$ cat src/rtl/int_to_float_iter.sv
// Iterative integer (signed/unsigned, WIDTH bits) to IEEE-754 binary32 converter, all RISC-V rounding modes.
// Latency: accept edge + 3 clocks to out_valid; one operand in flight, 5-cycle throughput.
// Backpressure: result held in DONE until out_ready; in_ready low from accept until the cycle after the output handshake.
module int_to_float_iter #(
    parameter int WIDTH = 32
) (
    input  logic             clk,
    input  logic             rst,
    input  logic             in_valid,
    output logic             in_ready,
    input  logic [WIDTH-1:0] in_a,
    input  logic             in_signed,
    input  logic [2:0]       in_rm,
    output logic             out_valid,
    input  logic             out_ready,
    output logic [31:0]      out_z,
    output logic             out_nx
);

    generate
        if (WIDTH < 32 || WIDTH > 64) begin : g_bad_width
            $error("int_to_float_iter: WIDTH must be in 32..64");
        end
    endgenerate

    localparam int         LZW     = $clog2(WIDTH) + 1;
    localparam logic [8:0] EXP_TOP = 9'(127 + WIDTH - 1);

    localparam logic [2:0] S_IDLE  = 3'd0;
    localparam logic [2:0] S_ABS   = 3'd1;
    localparam logic [2:0] S_NORM  = 3'd2;
    localparam logic [2:0] S_ROUND = 3'd3;
    localparam logic [2:0] S_DONE  = 3'd4;

    logic [2:0]       state_q, state_d;
    logic [WIDTH-1:0] a_q, a_d;
    logic             signed_q, signed_d;
    logic [2:0]       rm_q, rm_d;
    logic             sign_q, sign_d;
    logic [WIDTH-1:0] mag_q, mag_d;
    logic [LZW-1:0]   lzc_q, lzc_d;
    logic             zero_q, zero_d;
    logic [7:0]       exp_q, exp_d;
    logic [22:0]      man_q, man_d;
    logic             g_q, g_d;
    logic             s_q, s_d;
    logic [31:0]      z_q, z_d;
    logic             nx_q, nx_d;
    logic             valid_q, valid_d;

    logic [WIDTH-1:0] norm_shift;
    logic             round_inc;
    logic [23:0]      man_sum;
    logic [7:0]       exp_rnd;

    // Position of the leading one counted from the MSB; WIDTH when the value is zero.
    function automatic logic [LZW-1:0] f_lzc(input logic [WIDTH-1:0] v);
        logic [LZW-1:0] cnt;
        cnt = LZW'(WIDTH);
        for (int i = 0; i < WIDTH; i++) begin
            if (v[i]) begin
                cnt = LZW'(WIDTH - 1 - i);
            end
        end
        return cnt;
    endfunction

    assign norm_shift = mag_q << lzc_q;

    always_comb begin
        round_inc = 1'b0;
        case (rm_q)
            3'b001:  round_inc = 1'b0;
            3'b010:  round_inc = sign_q & (g_q | s_q);
            3'b011:  round_inc = ~sign_q & (g_q | s_q);
            3'b100:  round_inc = g_q;
            default: round_inc = g_q & (s_q | man_q[0]);
        endcase
    end

    // An all-ones mantissa wraps to zero on its own; only the exponent needs the carry.
    assign man_sum = {1'b0, man_q} + {23'd0, round_inc};
    assign exp_rnd = exp_q + {7'd0, man_sum[23]};

    always_comb begin
        state_d  = state_q;
        a_d      = a_q;
        signed_d = signed_q;
        rm_d     = rm_q;
        sign_d   = sign_q;
        mag_d    = mag_q;
        lzc_d    = lzc_q;
        zero_d   = zero_q;
        exp_d    = exp_q;
        man_d    = man_q;
        g_d      = g_q;
        s_d      = s_q;
        z_d      = z_q;
        nx_d     = nx_q;
        valid_d  = valid_q;

        case (state_q)
            S_IDLE: begin
                if (in_valid) begin
                    a_d      = in_a;
                    signed_d = in_signed;
                    rm_d     = in_rm;
                    state_d  = S_ABS;
                end
            end
            S_ABS: begin
                sign_d  = signed_q & a_q[WIDTH-1];
                mag_d   = sign_d ? (~a_q + 1'b1) : a_q;
                lzc_d   = f_lzc(mag_d);
                state_d = S_NORM;
            end
            S_NORM: begin
                // A zero magnitude shifts out completely, so no leading one remains.
                zero_d  = ~norm_shift[WIDTH-1];
                man_d   = norm_shift[WIDTH-2 -: 23];
                g_d     = norm_shift[WIDTH-25];
                s_d     = |norm_shift[WIDTH-26:0];
                exp_d   = 8'(EXP_TOP - 9'(lzc_q));
                state_d = S_ROUND;
            end
            S_ROUND: begin
                if (zero_q) begin
                    z_d  = 32'd0;
                    nx_d = 1'b0;
                end else begin
                    z_d  = {sign_q, exp_rnd, man_sum[22:0]};
                    nx_d = g_q | s_q;
                end
                valid_d = 1'b1;
                state_d = S_DONE;
            end
            S_DONE: begin
                if (out_ready) begin
                    valid_d = 1'b0;
                    state_d = S_IDLE;
                end
            end
            default: begin
                valid_d = 1'b0;
                state_d = S_IDLE;
            end
        endcase
    end

    always_ff @(posedge clk or negedge rst) begin
        if (!rst) begin
            state_q  <= S_IDLE;
            a_q      <= '0;
            signed_q <= 1'b0;
            rm_q     <= 3'd0;
            sign_q   <= 1'b0;
            mag_q    <= '0;
            lzc_q    <= '0;
            zero_q   <= 1'b0;
            exp_q    <= 8'd0;
            man_q    <= 23'd0;
            g_q      <= 1'b0;
            s_q      <= 1'b0;
            z_q      <= 32'd0;
            nx_q     <= 1'b0;
            valid_q  <= 1'b0;
        end else begin
            state_q  <= state_d;
            a_q      <= a_d;
            signed_q <= signed_d;
            rm_q     <= rm_d;
            sign_q   <= sign_d;
            mag_q    <= mag_d;
            lzc_q    <= lzc_d;
            zero_q   <= zero_d;
            exp_q    <= exp_d;
            man_q    <= man_d;
            g_q      <= g_d;
            s_q      <= s_d;
            z_q      <= z_d;
            nx_q     <= nx_d;
            valid_q  <= valid_d;
        end
    end

    assign in_ready  = rst & (state_q == S_IDLE);
    assign out_valid = valid_q;
    assign out_z     = z_q;
    assign out_nx    = nx_q;

endmodule

$ cat config.mk
export PLATFORM = sky130hd
export DESIGN_NAME = int_to_float_iter
export DESIGN_NICKNAME = d
export VERILOG_FILES = /design/src/rtl/int_to_float_iter.sv
export SDC_FILE = /design/constraint.sdc
export NUM_CORES = 1
export LEC_CHECK = 0
export ABC_AREA = 1
export BUFFER_PORTS_ARGS = -buffer_cell sky130_fd_sc_hd__buf_2
export CORE_UTILIZATION = 60
export DETAILED_ROUTE_END_ITERATION = 8
export PLACE_DENSITY = 0.91
export SLEW_MARGIN = 10
export SYNTH_ARGS = -nofsm -noshare
export SYNTH_HDL_FRONTEND = slang
export SYNTH_SLANG_ARGS = --single-unit
$ cat constraint.sdc
create_clock -name clk -period 7.9 [get_ports clk]
set_input_delay 1.58 -clock clk [delete_from_list [all_inputs] [get_ports clk]]
set_output_delay 1.58 -clock clk [all_outputs]
set_load 0.05 [all_outputs]
==> key figures, run 1 <==
Clock network
  • CTS sink count: 146
  • H-tree levels: 4
  • Gates resized, CTS repair: 0
  • CTS Buf Count: 17
  • CTS root buffer: clkbuf_16
  • Hold_buf cts: 0
  • Clk slew on worst S/H paths: around 0.06 ns
  • Clock buffer depth: 2
  • Clock latency on the worst-skew pair: 0.43 ns
  • Post-CTS Repair Setup Buffers: 0
  • CTS tree: yes

Global routing
  • GR peak layer: met2
  • Gr usage total: 0.2981
  • Largest net degree at the start of global routing: just over 80
  • Vias in the first global route: 7,336
  • First-pass GRT wire length: 34.39 mm
  • Routing usage on met3: 0.05852
  • Met2 Resource Use GR: 0.5202
  • Met1 usage: 0.3553
  • Grt ovf: 0
  • Initial antenna violation count: 0

Setup path
  • Critical-path maximum fanout: 3
  • Type of the worst setup path: flip-flop to flip-flop
  • Arr. time, crit path: 4.90 ns
  • Critical Path Start Type: flip-flop
  • CP Capture Type: flip-flop
  • R2R cell count: 28
  • Crit path max-delay family: simple AND/OR/NAND/NOR gates
  • Critical path's largest stage delay: 0.41 ns
  • CP required: 8.22 ns
  • Slowest cell on the critical path: dfrtp_1
  • Critical path's most frequent cell: nand3_1
  • Reg-to-reg setup timing slack: 3.32 ns
  • CP bufs+invs: 3
  • WP depth: 28

STA
  • Worst Hold Margin: 0.4785 ns
  • Max-Slew Margin vs Limit: 0.3480
  • Setup TNS: 0 ns
  • Final WS setup: 3.318 ns
  • Skew final: 0.01508 ns
  • Actual slew at the worst max-slew pin: a little under 1 ns
  • Fin. max-slew vios: 0
  • Final period util: 0.5800
  • Achievable Freq: approximately 220 MHz
  • Final Setup Violations: 0
  • Final Hold Viols: 0
  • Final critical-path required period: ~4.6 ns
  • RSZ-0062 raised after global routing: no

Layout
  • Post-route cell area: 9712 sq um
  • Synth-to-layout area growth: 13.08%
  • Non-Filler Instances: around 1,400
  • Layout cells sized above 1: 0.1468
  • Fillers: ~1,100
  • Final nets: between 1,000 and 1,500
  • Commonest cells after routing, fill and taps aside: 279 x nand2_1, 146 x dfrtp_1, 126 x o21ai_0
  • Inserted Diodes: 0
  • Most common cell after layout, fill and taps aside: nand2_1
  • Post-route core utilization: 0.6970

Floorplan
  • Die area: 14,800 sq um
  • Effective utilization at floorplan: 0.6163
  • Core Box Area: about 14,000 sq um
  • Chip width: 121.6 um
  • Rows: 43
  • Top-level port count: 75
  • Die Y: 121.6 um

Placed design
  • Post-Place Worst Slack: around 3.4 ns
  • IO buf count: 74
  • Placer Congestion: 0.9325
  • Inst Count DP: 1,354
  • DP Area: 9055 sq um
  • Dpl hpwl: 14.85 mm

Run status
  • Status: finished clean

Synth
  • Most used DFF post-synth: dfrtp_1
  • Synth unique cells: 57
  • Syn Area/Cell: 7.501 sq um
  • Net Count, Synth: roughly 1,200
  • Synthesized flop and latch total: 146
  • Sequential share of the synthesized area: 0.4254
  • Gate Count Post-Synth: approximately 1,100
  • EDFF count, synth: 0
  • Post-synth ARST share: 1.000
  • Syn. warnings: 0
  • Synthesized cell area: 8588 sq um

Min path
  • WHS Path Cells: 2
  • Hold crit path type: flip-flop to flip-flop

Power
  • Design Power: 4.744 mW
  • P_leak: 4.817 nW
  • Pwr per Cell Area: 488.5 nW/um^2
  • Peak supply drop: 0.2747 mV

Route
  • Total Wirelength: roughly 21 mm
  • Vias per std cell: 5.615
  • Wire length per cell: 14.81 um
  • DRC: 0
  • DRC marker count from the first detailed-route iteration: 501
  • Antenna-violating nets left: 0
  • Via Count: 7,782
  • DR pass1 iterations: 5

Run
  • Max Cap Viol: 0
[worst reg2reg max path, delay by kind of cell, from the launching register on]
kind	cells	cell delay [ns]
fa+ha+maj	3	0.65
flops	1	0.41
simple gates	18	2.46
buf+inv	3	0.20
compound gates	4	0.76
[final timing paths]
path | start | end
max | rm_q[0] | out_z[29]
min reg2reg | out_z[5] | out_z[5]
min in group asynchronous | rst | out_z[28]
min | out_z[5] | out_z[5]
max reg2reg | rm_q[0] | out_z[29]
max in group asynchronous | rst | a_q[21]
[power breakdown]
part           internal, mW  switching [mW]  leakage, nW  total [mW]
sequential             1.08           0.275         1.78        1.35
clock                 0.564           0.325        0.319       0.889
combinational         0.781            1.72         2.71        2.50
total                  2.42            2.32         4.82        4.74
[cell families after synthesis]
group                      share of synthesized area
and+or+nand+nor                               0.2464
AOI/OAI and AO/OA                             0.1825
buffers and inverters                        0.08362
DFF                                           0.4254
xor gates and xnor gates                     0.03205
muxes                                        0.01981
adders and majority gates                    0.01020
[area by class of cell]
type | instances | area [sq um] | share of cell area
repair buffers | 82 | 436.7 | 0.04496
well taps | 180 | 225.2 | 0.02319
multi-input cells | 810 | 4227 | 0.4352
clock inverters | 15 | 231.5 | 0.02383
flip-flops and latches | 146 | 3654 | 0.3762
clock buffers | 17 | 425.4 | 0.04380
inverters | 136 | 513.0 | 0.05282
[sequential cells by signal, summed over array words and instances, names as in the netlist, 3 cells and up]
signal and count:
a_q 32, exp_q 8, lzc_q 6, mag_q 32, man_q 23, out_z 32, rm_q 3, state_q 3
[synth_stat cells (all sizes together), types with 8 or more instances]
cell,number,share of area
a21oi,54,0.032
a32o,11,0.013
buf,9,0.0047
clkbuf,44,0.019
dfrtp,146,0.43
inv,130,0.057
mux2,8,0.010
mux2i,8,0.0093
nand2,285,0.13
nand3,52,0.033
nor2,127,0.060
nor3,12,0.0099
o211ai,9,0.0079
o21ai,139,0.081
o221ai,10,0.010
o31ai,9,0.0079
xor2,26,0.030
[routing by layer]
layer | vias up | share of wire | routed length [um]
met3 | 50 | 0.046 | 948
li1 | 3870 | - | -
met1 | 3608 | 0.42 | 8682
met5 | - | 0 | 0
met2 | 254 | 0.50 | 10290
met4 | 0 | 0.030 | 610
(Power assumes the default switching activity.)
==> inputs of run 2 (changes only) <==
--- a/config.mk
+++ b/config.mk
@@ -5,11 +5,11 @@
 export SDC_FILE = /design/constraint.sdc
 export NUM_CORES = 1
 export LEC_CHECK = 0
-export ABC_AREA = 1
+export ABC_AREA = 0
 export BUFFER_PORTS_ARGS = -buffer_cell sky130_fd_sc_hd__buf_2
-export CORE_UTILIZATION = 60
+export CORE_UTILIZATION = 55
 export DETAILED_ROUTE_END_ITERATION = 8
-export PLACE_DENSITY = 0.91
+export PLACE_DENSITY = 0.88
 export SLEW_MARGIN = 10
 export SYNTH_ARGS = -nofsm -noshare
 export SYNTH_HDL_FRONTEND = slang
==> constraint.sdc (replaced) <==
create_clock -name clk -period 3.9 [get_ports clk]
set_input_delay 0.78 -clock clk [delete_from_list [all_inputs] [get_ports clk]]
set_output_delay 0.78 -clock clk [all_outputs]
set_load 0.05 [all_outputs]
==> run 2 against run 1 <==
Against the previous run: core utilization down 7.0 points; via count up 3.0%; sequential share of layout area down 2.3 points; sequential power increased by 130%; clock-buffer cell count stayed put; non-clock buffer count rose by 12; global-route usage down 2.4 points; critical path depth down 18; design area rose by 6.6%; largest power group unchanged; combinational power grew 110%; area after synthesis increased by 7.9%; sequential cell count did not move.
==> key figures, run 2 <==
Run status
  • Status: finished clean

Synth
  • Synth top cells by count: 173 x nand2_1, 146 x dfrtp_1, 97 x o21ai_0, 65 x clkbuf_1, 63 x nor2_1
  • Syn Area/Cell: between 8 and 9 sq um
  • EDFF count, synth: 0
  • Post-synth ARST share: 1.000
  • Sequential share of the synthesized area: 0.3944
  • Net Count, Synth: around 1,100
  • Most used DFF post-synth: dfrtp_1
  • Gate Count Post-Synth: 1,043
  • Synth area leaders: dfrtp_1 39%, nand2_1 7.0%, o21ai_0 5.2%
  • Synthesized cell area: 9263 sq um
  • Synthesized flop and latch total: ~150
  • Area share of the largest cell type after synthesis: 0.3944
  • Synth area leader: dfrtp_1
  • Synth unique cells: 73
  • Syn. warnings: 0
  • Count leader, synth: nand2_1

Clock network
  • CTS root buffer: clkbuf_16
  • Post-CTS Repair Setup Buffers: 0
  • CTS sink count: 146
  • Gates resized, CTS repair: 0
  • Clk slew on worst S/H paths: 0.07 ns
  • CTS tree: yes
  • CTS Buf Count: 17
  • H-tree levels: 4
  • Hold_buf cts: 0
  • Clock latency on the worst-skew pair: 0.44 ns
  • Clock buffer depth: 2

Setup path
  • Critical Path Start Type: flip-flop
  • Crit-path cells: inv_1, ha_1, or3b_1, or4_1, a2111o_1, o211ai_2, nand2_2, nor3b_2, nand3_1, o41ai_2
  • CP required: 4.23 ns
  • Type of the worst setup path: flip-flop to flip-flop
  • Arr. time, crit path: 3.88 ns
  • Slowest cell on the critical path: or4_1
  • CP Capture Type: flip-flop
  • R2R Path Start: a_q[0]
  • Critical-path maximum fanout: 14
  • Critical path's largest stage delay: between 0.7 and 0.8 ns
  • Crit. Startpoint: a_q[0]

Layout
  • Most common cell after layout, fill and taps aside: nand2_1
  • Post-route core utilization: 0.6268
  • Synth-to-layout area growth: 11.82%
  • Commonest cells after routing, fill and taps aside: 173 x nand2_1, 146 x dfrtp_1, 97 x o21ai_0
  • Final nets: 1,123
  • Layout cells sized above 1: 0.1809
  • Inserted Diodes: 0

Power
  • Logic pwr share: 0.523
  • Peak supply drop: 0.5132 mV
  • Sequential Power Share: 0.308
  • Clock share of power: 0.169
  • Pwr per Cell Area: around 950 nW/um^2
  • Sw frac: 0.4802
  • Power Internal: 5.130 mW
  • P_leak: 4.469 nW
  • Sw power: 4.739 mW

Global routing
  • Met1 usage: 0.3591
  • Vias in the first global route: 7,621
  • Gr usage total: 0.2741
  • First-pass GRT wire length: 38.14 mm
  • Routing usage on met3: 0.04960
  • Met2 Resource Use GR: 0.4503
  • Largest net degree at the start of global routing: 147
  • Grt ovf: 0
  • Initial antenna violation count: 0
  • GR peak layer: met2

STA
  • Final Setup Violations: 0
  • Fin. max-slew vios: 0
  • Final critical-path required period: around 3.6 ns
  • Skew final: 0.01434 ns
  • Final Hold Viols: 0
  • Final WS setup: around 0.35 ns
  • Achievable Freq: 281.6 MHz
  • Setup TNS: 0 ns
  • Max-Slew Margin vs Limit: 0.4057
  • Final period util: 0.9106
  • RSZ-0062 raised after global routing: no
  • Actual slew at the worst max-slew pin: 0.8915 ns

Floorplan
  • Core Box Area: roughly 17,000 sq um
  • Rows: 47
  • Effective utilization at floorplan: 0.5605
  • Chip width: 131.8 um
  • Top-level port count: 75
  • Die Y: 131.8 um
  • Die area: 17,360 sq um

Placed design
  • IO buf count: 74
  • Post-Place Worst Slack: around 0.41 ns
  • Placer Congestion: 0.9550
  • Dpl hpwl: 16.05 mm

Route
  • Antenna-violating nets left: 0
  • Via Count: roughly 8,000
  • DRC: 0
  • Vias per std cell: between 6 and 7
  • DRC marker count from the first detailed-route iteration: 558
  • Wire length per cell: 17.22 um
  • DR pass1 iterations: 5
  • Total Wirelength: 22.54 mm

Min path
  • Hold crit path type: input pin to async pin

Run
  • Max Cap Viol: 0
==> run 2: worst max-delay path, delay by kind of cell (launching register included) <==
kind / cells / cell delay (ns)
AND/OR/NAND/NOR: 5 / 1.79
AO/OA/AOI/OAI: 3 / 0.73
flip-flops: 1 / 0.44
adder cells (fa/ha/maj): 1 / 0.35
buffers and inverters: 1 / 0.16
==> run 2: cell type report <==
type	count	area, sq um
flip-flops and latches	146	3654
well taps	220	275.3
repair buffers	94	539.3
clock inverters	15	173.9
fillers	1339	6167
multi-input cells	799	5223
clock buffers	17	425.4
inverters	18	67.56
==> run 2: final timing paths <==
path | end | slack (ns) | depth (start not counted)
max | lzc_q[5] | 0.35 | 10
min | out_z[16] | 0.43 | 2
max reg2reg | lzc_q[5] | 0.35 | 10
min reg2reg | out_z[24] | 0.47 | 2
max in group asynchronous | man_q[11] | 2.86 | 2
min in group clk | out_z[24] | 0.47 | 2
==> run 2: metal layers <==
layer	vias to the layer above	part of all wire
li1	3837	-
met1	3831	0.43
met2	292	0.49
met3	53	0.055
met4	0	0.031
met5	-	0
==> run 2: logic make-up after synthesis <==
logic type               synth area share
AO/OA/AOI/OAI                      0.1772
multiplexers                       0.1244
AND/OR/NAND/NOR                    0.1959
XOR/XNOR                          0.05673
adder cells (fa/ha/maj)          0.009455
flip-flops                         0.3944
buffers and inverters             0.04187
==> run 2: metrics by stage <==
stage | hold slack, ns | total power [mW] | std cells | cell area [sq um]
floorplan | 0.4452 | 6.847 | 1043 | 9263
global placement | 0.4559 | 8.001 | 1277 | 9758
detailed placement | 0.4637 | 8.124 | 1277 | 9758
CTS | 0.4783 | 9.843 | 1309 | 10360
global route | 0.5019 | 10.58 | 1309 | 10360
finish | 0.4317 | 9.870 | 1309 | 10360
==> run 2: power by group through the flow <==
stage / Sequential (mW) / Clock [mW] / Combinational, mW
after floorplan: 3.13 / 0 / 3.72
after global placement: 3.01 / 0 / 5.00
after detailed placement: 3.04 / 0 / 5.08
after CTS: 3.03 / 1.68 / 5.14
after global routing: 3.16 / 1.75 / 5.67
final: 3.04 / 1.66 / 5.16
==> inputs of run 3 (changes only) <==
--- a/config.mk
+++ b/config.mk
@@ -7,9 +7,10 @@
 export LEC_CHECK = 0
 export ABC_AREA = 0
 export BUFFER_PORTS_ARGS = -buffer_cell sky130_fd_sc_hd__buf_2
-export CORE_UTILIZATION = 55
+export CORE_ASPECT_RATIO = 0.8
+export CORE_UTILIZATION = 38
 export DETAILED_ROUTE_END_ITERATION = 8
-export PLACE_DENSITY = 0.88
+export PLACE_DENSITY = 0.66
 export SLEW_MARGIN = 10
 export SYNTH_ARGS = -nofsm -noshare
 export SYNTH_HDL_FRONTEND = slang
==> constraint.sdc (replaced) <==
create_clock -name clk -period 4 [get_ports clk]
set_input_delay 0.8 -clock clk [delete_from_list [all_inputs] [get_ports clk]]
set_output_delay 0.8 -clock clk [all_outputs]
set_load 0.05 [all_outputs]
==> run 3 against run 2 <==
Against the previous run: total power is 1.8% lower; clock power hardly changed; wire length is 5.2% higher; maximum frequency is 4.2% lower; clock-buffer cell count stayed put; design area is 1.3% higher; via count is 0.66% lower; die area is 44% higher; combinational power is 2% lower; critical path depth stayed put; setup slack worse by 0.055 ns; critical endpoint is now lzc_q[3]; largest cell class unchanged; highest routed layer unchanged.
==> key figures, run 3 (synthesis results as in run 2) <==
Run status
  • Status: finished clean

Power
  • Peak supply drop: approximately 0.34 mV
  • Pwr per Cell Area: 923.6 nW/um^2
  • Design Power: 9.689 mW
  • P_leak: 4.480 nW

Clock network
  • Clock latency on the worst-skew pair: 0.44 ns
  • CTS tree: yes
  • Hold_buf cts: 0
  • Clk slew on worst S/H paths: 0.08 ns
  • CTS sink count: roughly 150
  • Post-CTS Repair Setup Buffers: 0
  • Clock buffer depth: 2
  • H-tree levels: 4
  • CTS root buffer: clkbuf_16
  • CTS Buf Count: 17

Route
  • Wire length per cell: 16.92 um
  • Via Count: 7,960
  • Total Wirelength: 23.71 mm
  • DR pass1 iterations: 5
  • DRC: 0
  • DRC marker count from the first detailed-route iteration: about 660
  • Vias per std cell: 5.682
  • Antenna-violating nets left: 0

STA
  • Max-Slew Margin vs Limit: 0.3642
  • Worst Hold Margin: 0.1673 ns
  • RSZ-0062 raised after global routing: no
  • Final Setup Violations: 0
  • Setup TNS: 0 ns
  • Achievable Freq: 269.8 MHz
  • Final critical-path required period: 3.707 ns
  • Final WS setup: just under 0.3 ns
  • Final Hold Viols: 0
  • Skew final: 0.01596 ns
  • Fin. max-slew vios: 0
  • Actual slew at the worst max-slew pin: ~0.95 ns
  • Final period util: 0.9267

Setup path
  • CP Capture Type: flip-flop
  • Reg-to-reg setup timing slack: 0.29 ns
  • Critical Path Start Type: flip-flop
  • Arr. time, crit path: 4.03 ns
  • CP required: 4.33 ns
  • Critical-path maximum fanout: 14
  • Type of the worst setup path: flip-flop to flip-flop

Global routing
  • Largest net degree at the start of global routing: 72
  • Vias in the first global route: between 7,000 and 8,000
  • First-pass GRT wire length: 39.81 mm
  • Gr usage total: 0.1978
  • Grt ovf: 0
  • Initial antenna violation count: 0

Run
  • Max Cap Viol: 0

Floorplan
  • Die Y: 141.6 um
  • Die area: about 25,000 sq um
  • Effective utilization at floorplan: 0.3917
  • Rows: 50
  • Top-level port count: 75
  • Core Box Area: roughly 24,000 sq um
  • Chip width: between 150 and 200 um

Layout
  • Inserted Diodes: 0
  • Most common cell after layout, fill and taps aside: nand2_1
  • Final nets: 1,123
  • Layout cells sized above 1: 0.1818
  • Synth-to-layout area growth: 13.25%
  • Multi-input gate area: 5234 sq um
  • Register Area: 3654 sq um
  • Fillers: 2,289
  • Commonest cells after routing, fill and taps aside: 172 x nand2_1, 146 x dfrtp_1, 97 x o21ai_0

Placed design
  • Placer Congestion: 0.9086
  • Post-Place Worst Slack: 0.4108 ns
  • IO buf count: 74
  • Dpl hpwl: 16.90 mm

Min path
  • Hold crit path type: input pin to async pin
run 3: changes by cell type in the layout (fill, tap and decap cells not counted), sizes merged:
cell      change
clkinv        +5
clkinvlp      -2
bufinv        -2
inv           -1
run 3: path summary, 6_finish.rpt:
path / from / end / depth (start not counted)
setup / recovery: a_q[0] / lzc_q[3] / 10
hold / removal: rst / out_valid / 1
setup reg to reg: a_q[0] / lzc_q[3] / 10
hold reg to reg: out_z[17] / out_z[17] / 2
max in group asynchronous: rst / mag_q[30] / 2
min in group clk: out_z[17] / out_z[17] / 2
run 3: layout make-up:
cell class / instances / area share
Clock inverter: 15 / 0.01837
Inverter: 18 / 0.006441
Sequential cell: 146 / 0.3483
Clock buffer: 17 / 0.04055
Tap cell: 312 / 0.03721
Multi-Input combinational cell: 799 / 0.4989
Timing Repair Buffer: 94 / 0.05021
run 3: metrics by stage:
step | std cells | instance area (sq um) | utilization
global route | 1401 | 10490 | 0.4436
global placement | 1369 | 9863 | 0.4171
CTS | 1401 | 10480 | 0.4432
detailed placement | 1369 | 9863 | 0.4171
finish | 1401 | 10490 | 0.4436
floorplan | 1043 | 9263 | -
run 3: where the power goes:
group / internal, mW / switching (mW)
registers: 2.13 / 0.842
logic: 1.94 / 3.15
clock network: 0.850 / 0.786
total: 4.92 / 4.77
run 3: critical path: stages, from the launching register on:
cell      delay (ns)
dfrtp_1         0.44
inv_1           0.17
ha_1            0.41
or3b_1          0.67
or4_1           0.72
or2_1           0.30
o211ai_2        0.22
nand2_2         0.09
nor3b_2         0.19
o21ai_1         0.11
a32o_1          0.27
run 3: layer usage:
layer	vias up	track usage	routed length [um]
met5	-	0	0
met1	3829	0.2961	11720
met4	0	0.05127	232
met3	24	0.03296	1353
li1	3832	-	-
met2	275	0.2933	10410
run 3: what timing repair did:
item / 4_1_cts / 5_1_grt
resized for setup: 0 / 1
hold endpoints to repair: 0 / 0
endpoints found under the setup margin: 0 / 1
